--- src/rtl/hazard_if.sv ---
// ---------------------------------------------------------------------------
// hazard_if : decoder/stage state in, stall/flush/forward/halt controls out.
// Revision  : 1.0
// ---------------------------------------------------------------------------
`default_nettype none

interface hazard_if;
  logic [4:0] D_RS1;
  logic [4:0] D_RS2;
  logic       D_useRS1;
  logic       D_useRS2;
  logic       D_valid;
  logic       D_exception;
  logic [4:0] E_RS1;
  logic [4:0] E_RS2;
  logic [4:0] E_RD;
  logic       E_RegWrite;
  logic       E_MemToReg;
  logic       E_redirect;
  logic [4:0] M_RD;
  logic [4:0] W_RD;
  logic       M_RegWrite;
  logic       W_RegWrite;
  logic       M_memReq;
  logic       dmem_ready;
  logic       stall_F;
  logic       stall_D;
  logic       stall_E;
  logic       stall_M;
  logic       flush_D;
  logic       flush_E;
  logic       flush_W;
  logic [1:0] fwdA;
  logic [1:0] fwdB;
  logic       halted;

  modport master (
    output D_RS1, D_RS2, D_useRS1, D_useRS2, D_valid, D_exception,
    output E_RS1, E_RS2, E_RD, E_RegWrite, E_MemToReg, E_redirect,
    output M_RD, W_RD, M_RegWrite, W_RegWrite, M_memReq, dmem_ready,
    input  stall_F, stall_D, stall_E, stall_M, flush_D, flush_E, flush_W,
    input  fwdA, fwdB, halted
  );

  modport slave (
    input  D_RS1, D_RS2, D_useRS1, D_useRS2, D_valid, D_exception,
    input  E_RS1, E_RS2, E_RD, E_RegWrite, E_MemToReg, E_redirect,
    input  M_RD, W_RD, M_RegWrite, W_RegWrite, M_memReq, dmem_ready,
    output stall_F, stall_D, stall_E, stall_M, flush_D, flush_E, flush_W,
    output fwdA, fwdB, halted
  );
endinterface

`default_nettype wire

--- src/rtl/hazard_controller.sv ---
// ---------------------------------------------------------------------------
// hazard_controller : 5-stage RV32I stall/flush/forwarding/halt control.
// Optional perf counters enabled by defining HAZARD_PERF_CNT_EN.
// Revision          : 1.0
// ---------------------------------------------------------------------------
`default_nettype none

module hazard_controller #(
  parameter int DRAIN_CYCLES = 3,
  parameter int CNT_W        = 32
) (
  input  wire logic             clk,
  input  wire logic             rst_n,
`ifdef HAZARD_PERF_CNT_EN
  output logic [CNT_W-1:0]      cnt_stall_o,
  output logic [CNT_W-1:0]      cnt_flush_o,
`endif
  hazard_if.slave               hz
);

  typedef enum logic [1:0] {
    S_RUN      = 2'd0,
    S_MEM_WAIT = 2'd1,
    S_DRAIN    = 2'd2,
    S_HALT     = 2'd3
  } state_e;

  state_e     state_q, state_d;
  logic [1:0] drain_cnt_q, drain_cnt_d;
  logic       halted_q, halted_d;

  logic w_stall_f, w_stall_d, w_stall_e, w_stall_m;
  logic w_flush_d, w_flush_e, w_flush_w;
  logic w_lu, w_dmem_stall, w_mem_hold;
  logic [1:0] w_fwd_a, w_fwd_b;

  // M result is younger than W, so it takes priority.
  always_comb begin
    w_fwd_a = 2'b00;
    if (hz.M_RegWrite && hz.M_RD != 5'd0 && hz.M_RD == hz.E_RS1)      w_fwd_a = 2'b10;
    else if (hz.W_RegWrite && hz.W_RD != 5'd0 && hz.W_RD == hz.E_RS1) w_fwd_a = 2'b01;
    w_fwd_b = 2'b00;
    if (hz.M_RegWrite && hz.M_RD != 5'd0 && hz.M_RD == hz.E_RS2)      w_fwd_b = 2'b10;
    else if (hz.W_RegWrite && hz.W_RD != 5'd0 && hz.W_RD == hz.E_RS2) w_fwd_b = 2'b01;
  end

  assign w_lu = hz.E_MemToReg && (hz.E_RD != 5'd0) && hz.D_valid &&
                ((hz.D_useRS1 && hz.E_RD == hz.D_RS1) ||
                 (hz.D_useRS2 && hz.E_RD == hz.D_RS2));

  assign w_dmem_stall = hz.M_memReq && !hz.dmem_ready;
  // Once waiting, the pending request is held by the stall itself; only ready releases it.
  assign w_mem_hold   = (state_q == S_MEM_WAIT) ? !hz.dmem_ready : w_dmem_stall;

  always_comb begin
    w_stall_f   = 1'b0;
    w_stall_d   = 1'b0;
    w_stall_e   = 1'b0;
    w_stall_m   = 1'b0;
    w_flush_d   = 1'b0;
    w_flush_e   = 1'b0;
    w_flush_w   = 1'b0;
    state_d     = state_q;
    drain_cnt_d = drain_cnt_q;
    halted_d    = halted_q;
    case (state_q)
      S_RUN, S_MEM_WAIT: begin
        if (w_mem_hold) begin
          w_stall_f = 1'b1;
          w_stall_d = 1'b1;
          w_stall_e = 1'b1;
          w_stall_m = 1'b1;
          w_flush_w = 1'b1;
          state_d   = S_MEM_WAIT;
        end else if (hz.E_redirect) begin
          w_flush_d = 1'b1;
          w_flush_e = 1'b1;
          state_d   = S_RUN;
        end else if (hz.D_exception && hz.D_valid) begin
          w_stall_f   = 1'b1;
          w_flush_d   = 1'b1;
          drain_cnt_d = 2'(DRAIN_CYCLES - 1);
          state_d     = S_DRAIN;
        end else if (w_lu) begin
          w_stall_f = 1'b1;
          w_stall_d = 1'b1;
          w_flush_e = 1'b1;
          state_d   = S_RUN;
        end else begin
          state_d = S_RUN;
        end
      end
      S_DRAIN: begin
        w_stall_f = 1'b1;
        w_flush_d = 1'b1;
        if (w_dmem_stall) begin
          w_stall_e = 1'b1;
          w_stall_m = 1'b1;
          w_flush_w = 1'b1;
        end else if (drain_cnt_q == 2'd0) begin
          state_d  = S_HALT;
          halted_d = 1'b1;
        end else begin
          drain_cnt_d = drain_cnt_q - 2'd1;
        end
      end
      default: begin
        w_stall_f = 1'b1;
        w_stall_d = 1'b1;
        w_stall_e = 1'b1;
        w_stall_m = 1'b1;
        w_flush_w = 1'b1;
        halted_d  = 1'b1;
      end
    endcase
  end

  always_ff @(posedge clk or negedge rst_n) begin
    if (!rst_n) begin
      state_q     <= S_RUN;
      drain_cnt_q <= 2'd0;
      halted_q    <= 1'b0;
    end else begin
      state_q     <= state_d;
      drain_cnt_q <= drain_cnt_d;
      halted_q    <= halted_d;
    end
  end

  // Reset forces every control quiet immediately, whatever the inputs are doing.
  assign hz.stall_F = rst_n & w_stall_f;
  assign hz.stall_D = rst_n & w_stall_d;
  assign hz.stall_E = rst_n & w_stall_e;
  assign hz.stall_M = rst_n & w_stall_m;
  assign hz.flush_D = rst_n & w_flush_d;
  assign hz.flush_E = rst_n & w_flush_e;
  assign hz.flush_W = rst_n & w_flush_w;
  assign hz.fwdA    = rst_n ? w_fwd_a : 2'b00;
  assign hz.fwdB    = rst_n ? w_fwd_b : 2'b00;
  assign hz.halted  = halted_q;

`ifdef HAZARD_PERF_CNT_EN
  logic [CNT_W-1:0] cnt_stall_q, cnt_flush_q;
  logic             w_cnt_window;
  localparam logic [CNT_W-1:0] ONE = {{(CNT_W-1){1'b0}}, 1'b1};

  assign w_cnt_window = (state_q == S_RUN) || (state_q == S_MEM_WAIT);

  always_ff @(posedge clk or negedge rst_n) begin
    if (!rst_n) begin
      cnt_stall_q <= '0;
      cnt_flush_q <= '0;
    end else begin
      if (w_stall_f && w_cnt_window && !(&cnt_stall_q)) cnt_stall_q <= cnt_stall_q + ONE;
      if (w_flush_e && w_cnt_window && !(&cnt_flush_q)) cnt_flush_q <= cnt_flush_q + ONE;
    end
  end

  assign cnt_stall_o = cnt_stall_q;
  assign cnt_flush_o = cnt_flush_q;
`endif

endmodule

`default_nettype wire

--- src/flat_wrapper.sv ---
// flat-port wrapper written by rule: the top's interface ports become plain ports
module hazard_controller_flat 
#(
  parameter int DRAIN_CYCLES = 3,
  parameter int CNT_W        = 32
)
  (clk, rst_n, hz_D_RS1, hz_D_RS2, hz_D_useRS1, hz_D_useRS2, hz_D_valid, hz_D_exception, hz_E_RS1, hz_E_RS2, hz_E_RD, hz_E_RegWrite, hz_E_MemToReg, hz_E_redirect, hz_M_RD, hz_W_RD, hz_M_RegWrite, hz_W_RegWrite, hz_M_memReq, hz_dmem_ready, hz_stall_F, hz_stall_D, hz_stall_E, hz_stall_M, hz_flush_D, hz_flush_E, hz_flush_W, hz_fwdA, hz_fwdB, hz_halted);
  hazard_if hz_i ();
  input  wire logic clk;
  input  wire logic rst_n;
  input wire logic [$bits(hz_i.D_RS1)-1:0] hz_D_RS1;
  input wire logic [$bits(hz_i.D_RS2)-1:0] hz_D_RS2;
  input wire logic [$bits(hz_i.D_useRS1)-1:0] hz_D_useRS1;
  input wire logic [$bits(hz_i.D_useRS2)-1:0] hz_D_useRS2;
  input wire logic [$bits(hz_i.D_valid)-1:0] hz_D_valid;
  input wire logic [$bits(hz_i.D_exception)-1:0] hz_D_exception;
  input wire logic [$bits(hz_i.E_RS1)-1:0] hz_E_RS1;
  input wire logic [$bits(hz_i.E_RS2)-1:0] hz_E_RS2;
  input wire logic [$bits(hz_i.E_RD)-1:0] hz_E_RD;
  input wire logic [$bits(hz_i.E_RegWrite)-1:0] hz_E_RegWrite;
  input wire logic [$bits(hz_i.E_MemToReg)-1:0] hz_E_MemToReg;
  input wire logic [$bits(hz_i.E_redirect)-1:0] hz_E_redirect;
  input wire logic [$bits(hz_i.M_RD)-1:0] hz_M_RD;
  input wire logic [$bits(hz_i.W_RD)-1:0] hz_W_RD;
  input wire logic [$bits(hz_i.M_RegWrite)-1:0] hz_M_RegWrite;
  input wire logic [$bits(hz_i.W_RegWrite)-1:0] hz_W_RegWrite;
  input wire logic [$bits(hz_i.M_memReq)-1:0] hz_M_memReq;
  input wire logic [$bits(hz_i.dmem_ready)-1:0] hz_dmem_ready;
  output wire logic [$bits(hz_i.stall_F)-1:0] hz_stall_F;
  output wire logic [$bits(hz_i.stall_D)-1:0] hz_stall_D;
  output wire logic [$bits(hz_i.stall_E)-1:0] hz_stall_E;
  output wire logic [$bits(hz_i.stall_M)-1:0] hz_stall_M;
  output wire logic [$bits(hz_i.flush_D)-1:0] hz_flush_D;
  output wire logic [$bits(hz_i.flush_E)-1:0] hz_flush_E;
  output wire logic [$bits(hz_i.flush_W)-1:0] hz_flush_W;
  output wire logic [$bits(hz_i.fwdA)-1:0] hz_fwdA;
  output wire logic [$bits(hz_i.fwdB)-1:0] hz_fwdB;
  output wire logic [$bits(hz_i.halted)-1:0] hz_halted;
  assign hz_i.D_RS1 = hz_D_RS1;
  assign hz_i.D_RS2 = hz_D_RS2;
  assign hz_i.D_useRS1 = hz_D_useRS1;
  assign hz_i.D_useRS2 = hz_D_useRS2;
  assign hz_i.D_valid = hz_D_valid;
  assign hz_i.D_exception = hz_D_exception;
  assign hz_i.E_RS1 = hz_E_RS1;
  assign hz_i.E_RS2 = hz_E_RS2;
  assign hz_i.E_RD = hz_E_RD;
  assign hz_i.E_RegWrite = hz_E_RegWrite;
  assign hz_i.E_MemToReg = hz_E_MemToReg;
  assign hz_i.E_redirect = hz_E_redirect;
  assign hz_i.M_RD = hz_M_RD;
  assign hz_i.W_RD = hz_W_RD;
  assign hz_i.M_RegWrite = hz_M_RegWrite;
  assign hz_i.W_RegWrite = hz_W_RegWrite;
  assign hz_i.M_memReq = hz_M_memReq;
  assign hz_i.dmem_ready = hz_dmem_ready;
  assign hz_stall_F = hz_i.stall_F;
  assign hz_stall_D = hz_i.stall_D;
  assign hz_stall_E = hz_i.stall_E;
  assign hz_stall_M = hz_i.stall_M;
  assign hz_flush_D = hz_i.flush_D;
  assign hz_flush_E = hz_i.flush_E;
  assign hz_flush_W = hz_i.flush_W;
  assign hz_fwdA = hz_i.fwdA;
  assign hz_fwdB = hz_i.fwdB;
  assign hz_halted = hz_i.halted;
  hazard_controller #(.DRAIN_CYCLES(DRAIN_CYCLES), .CNT_W(CNT_W)) u_core (.clk(clk), .rst_n(rst_n), .hz(hz_i));
endmodule
--- config.mk ---
export PLATFORM = sky130hd
export DESIGN_NAME = hazard_controller_flat
export DESIGN_NICKNAME = d
export VERILOG_FILES = /design/src/rtl/hazard_if.sv /design/src/rtl/hazard_controller.sv /design/src/flat_wrapper.sv
export SDC_FILE = /design/constraint.sdc
export NUM_CORES = 1
export LEC_CHECK = 0
export CORE_ASPECT_RATIO = 0.6
export CORE_UTILIZATION = 30
export DETAILED_ROUTE_END_ITERATION = 10
export PLACE_DENSITY = 0.86
export SETUP_SLACK_MARGIN = 0.4
export SLEW_MARGIN = 25
export SYNTH_ARGS = -nofsm -noshare
export SYNTH_HDL_FRONTEND = slang
export SYNTH_SLANG_ARGS = --single-unit
--- constraint.sdc ---
create_clock -name clk -period 1.95 [get_ports clk]
set_input_delay 0.4875 -clock clk [delete_from_list [all_inputs] [get_ports clk]]
set_output_delay 0.4875 -clock clk [all_outputs]
set_load 0.01 [all_outputs]
==> flow_metrics.tcl <==
set metrics [dict create \
    status "complete, but fails checks" \
    violations "negative setup slack" \
    yosysUniqueCellTypes 33 \
    clk_latency_ps 230 \
    ff_latch_area_um2 125 \
    gp_congestion 0.801 \
    slew_viol_final 0 \
    relSlewSlack_pct 74.6 \
    maxCapViolCount 0 \
    yosys.area.top_type "xor2_1" \
    row_count 13 \
    fill_cells 107 \
    arrival_ps 1970 \
    detail_route.vias_per_cell 5.55 \
    first_global_vias 1235 \
    crit_path_start_kind "input port" \
    dpl_worst_slack_ps -1180 \
    period_share_pct 126 \
    synth-seq-area-share_pct 16.2 \
    cts.hold.buffers_added 0 \
    portBuffers 58 \
    io_pins 60 \
    grt_pass1_wl_mm 6.78 \
    synth_area_leaders "xor2_1, dfrtp_1, xnor2_1" \
    power.leakage_nw 0.959 \
    synth_warnings 0 \
    powerDensity_mw_per_mm2 416 \
    max-clock-path-buffers 2 \
    coreArea_mm2 0.00229 \
    antenna-diode-count 0 \
    synth_area_um2 774 \
    antenna_found_initial 0 \
    crit_fanout 2 \
    overflow 0 \
    postLayoutCoreUtil_pct 87.2 \
    fin_crit_ps 2460 \
    yosysMostFrequentCell "xor2_1" \
    multiInputGateArea_um2 868 \
    first_pass_iters 4 \
    netlist_instances 94 \
    tightest_slew_ps 380 \
    cts_made_buffers 3 \
    hold_violations 0 \
    cp-end-kind "output pin" \
    area_growth_pct 158 \
    grtUsageTotal_pct 36.6 \
    synth_top_area_share_pct 24.9 \
    async_flop_share_pct 100 \
    timing.final.ws_setup_ps -511 \
    critical_path_required_ps 1460 \
    vias 1277 \
    hpwl_mm 3.34 \
    avgSynthCellArea_um2 8.24 \
    finalSetupViolCount 7 \
    hold_path_class "in2async" \
    initial_utilization_pct 33.8 \
    synth_edf_count 0 \
    drive_gt1_share_pct 62.5 \
    fin_worst_skew_ps 0.622 \
    synth_commonest_cells "xor2_1, xnor2_1, or4_1" \
    critical_path_class "in2out" \
    ant_nets 0 \
    ys.flop_type "dfrtp_1" \
    rsz0062_at_grt "true" \
    syn_nets 143 \
    cts_tree "done" \
    cts_sinks 5 \
    wl_per_cell_um 21.8 \
    die_h_um 41.4 \
    path_clk_slew_ps 40 \
    h-tree-depth 1 \
    ys_ff_latch 5 \
    fin_nets 250 \
    drc 0 \
    root_buffer "clkbuf_8" \
    die_w_um 67.6 \
    fmax_mhz 406 \
    drtIter0Drc 85 \
    drt-total-wl_mm 5.02 \
    grt_max_degree 13 \
    design.die.area_mm2 0.00280 \
    peakVddDrop_v 0.000531 \
]
[area by class of cell]
cell class                 instances  share of cell area [%]
clock buffer                       4                    2.25
inverter                           5                    1.19
multi-input combinational         82                    43.4
sequential                         5                    6.26
tap                               30                    1.88
timing repair buffer             104                    45.0
[where the power goes]
group / total (W) / switching, W / internal (W)
combinational: 0.000503 / 0.000238 / 0.000265
sequential: 0.000130 / 0.0000118 / 0.000118
clock: 0.000199 / 0.0000581 / 0.000141
[critical path, stage by stage]
cell and delay, ps:
clkdlybuf4s15_1 200, or4_4 450, o21ai_4 150, buf_4 140, nor4_4 40, buf_4 150
nor4_4 150, buf_2 190
[placed cells by master, fill, tap and decap left out, types with 4 or more instances in the layout]
master,n
dlymetal6s2s_1,4
nand2_1,5
buf_2,12
buf_6,25
dlygate4sd2_1,9
xor2_1,19
nor4_4,4
clkdlybuf4s15_1,5
clkbuf_2,6
xnor2_1,5
or4_4,6
dfrtp_1,5
buf_4,37
[registers in the layout, indices dropped and copies added (netlist names)]
signal and count:
u_core.drain_cnt_q 2, u_core.hz.halted 1, u_core.state_q 2
[cells by family (layout without fill, tap and decap cells)]
family                   count (synthesis)  count (layout)  synth area share, %
AND/OR/NAND/NOR                         32              32                 26.2
buffers and inverters                    7             113                 4.36
adder cells (fa/ha/maj)                  1               1                 1.62
AO/OA/AOI/OAI                           18              18                 16.5
XOR/XNOR                                30              30                 33.9
flip-flops                               5               5                 16.2
multiplexers                             1               1                 1.29
[what timing repair did]
item | CTS | global route
setup endpoints to repair | 14 | 13
hold endpoints to repair | 0 | 0
pin swaps | 30 | 17
setup buffers | 13 | 1
gates resized for setup | 181 | 57
[final timing paths]
check | startpoint | cells past startpoint | slack (ps) | to
worst max-delay path | hz_M_RD[1] | 8 | -510 | hz_fwdA[0]
max in group asynchronous | rst_n | 2 | 1530 | u_core.hz.halted
worst min register to register | u_core.hz.halted | 1 | 480 | u_core.hz.halted
worst max register to register | u_core.state_q[0] | 7 | 400 | u_core.drain_cnt_q[1]
min in group clk | u_core.hz.halted | 1 | 480 | u_core.hz.halted
worst min-delay path | rst_n | 2 | 280 | u_core.drain_cnt_q[1]
[layer usage]
layer | routed length (µm) | track usage, %
met5 | 0 | 0
met1 | 2080 | 48.8
met4 | 231 | 14.4
met2 | 2260 | 58.9
met3 | 447 | 7.88
[through the flow]
stage | area (µm²) | total power, W | TNS, ps | cells | hold WS (ps)
finish | 2000 | 0.000832 | -2690 | 230 | 279
global route | 2000 | 0.000859 | -2920 | 230 | 272
CTS | 1930 | 0.000772 | -2740 | 229 | 349
detailed placement | 1710 | 0.000523 | -10080 | 212 | 474
global placement | 1710 | 0.000492 | -9340 | 212 | 462
floorplan | 872 | 0.000281 | -70.7 | 94 | 192
Note: power is estimated with default switching activity, not from simulation.
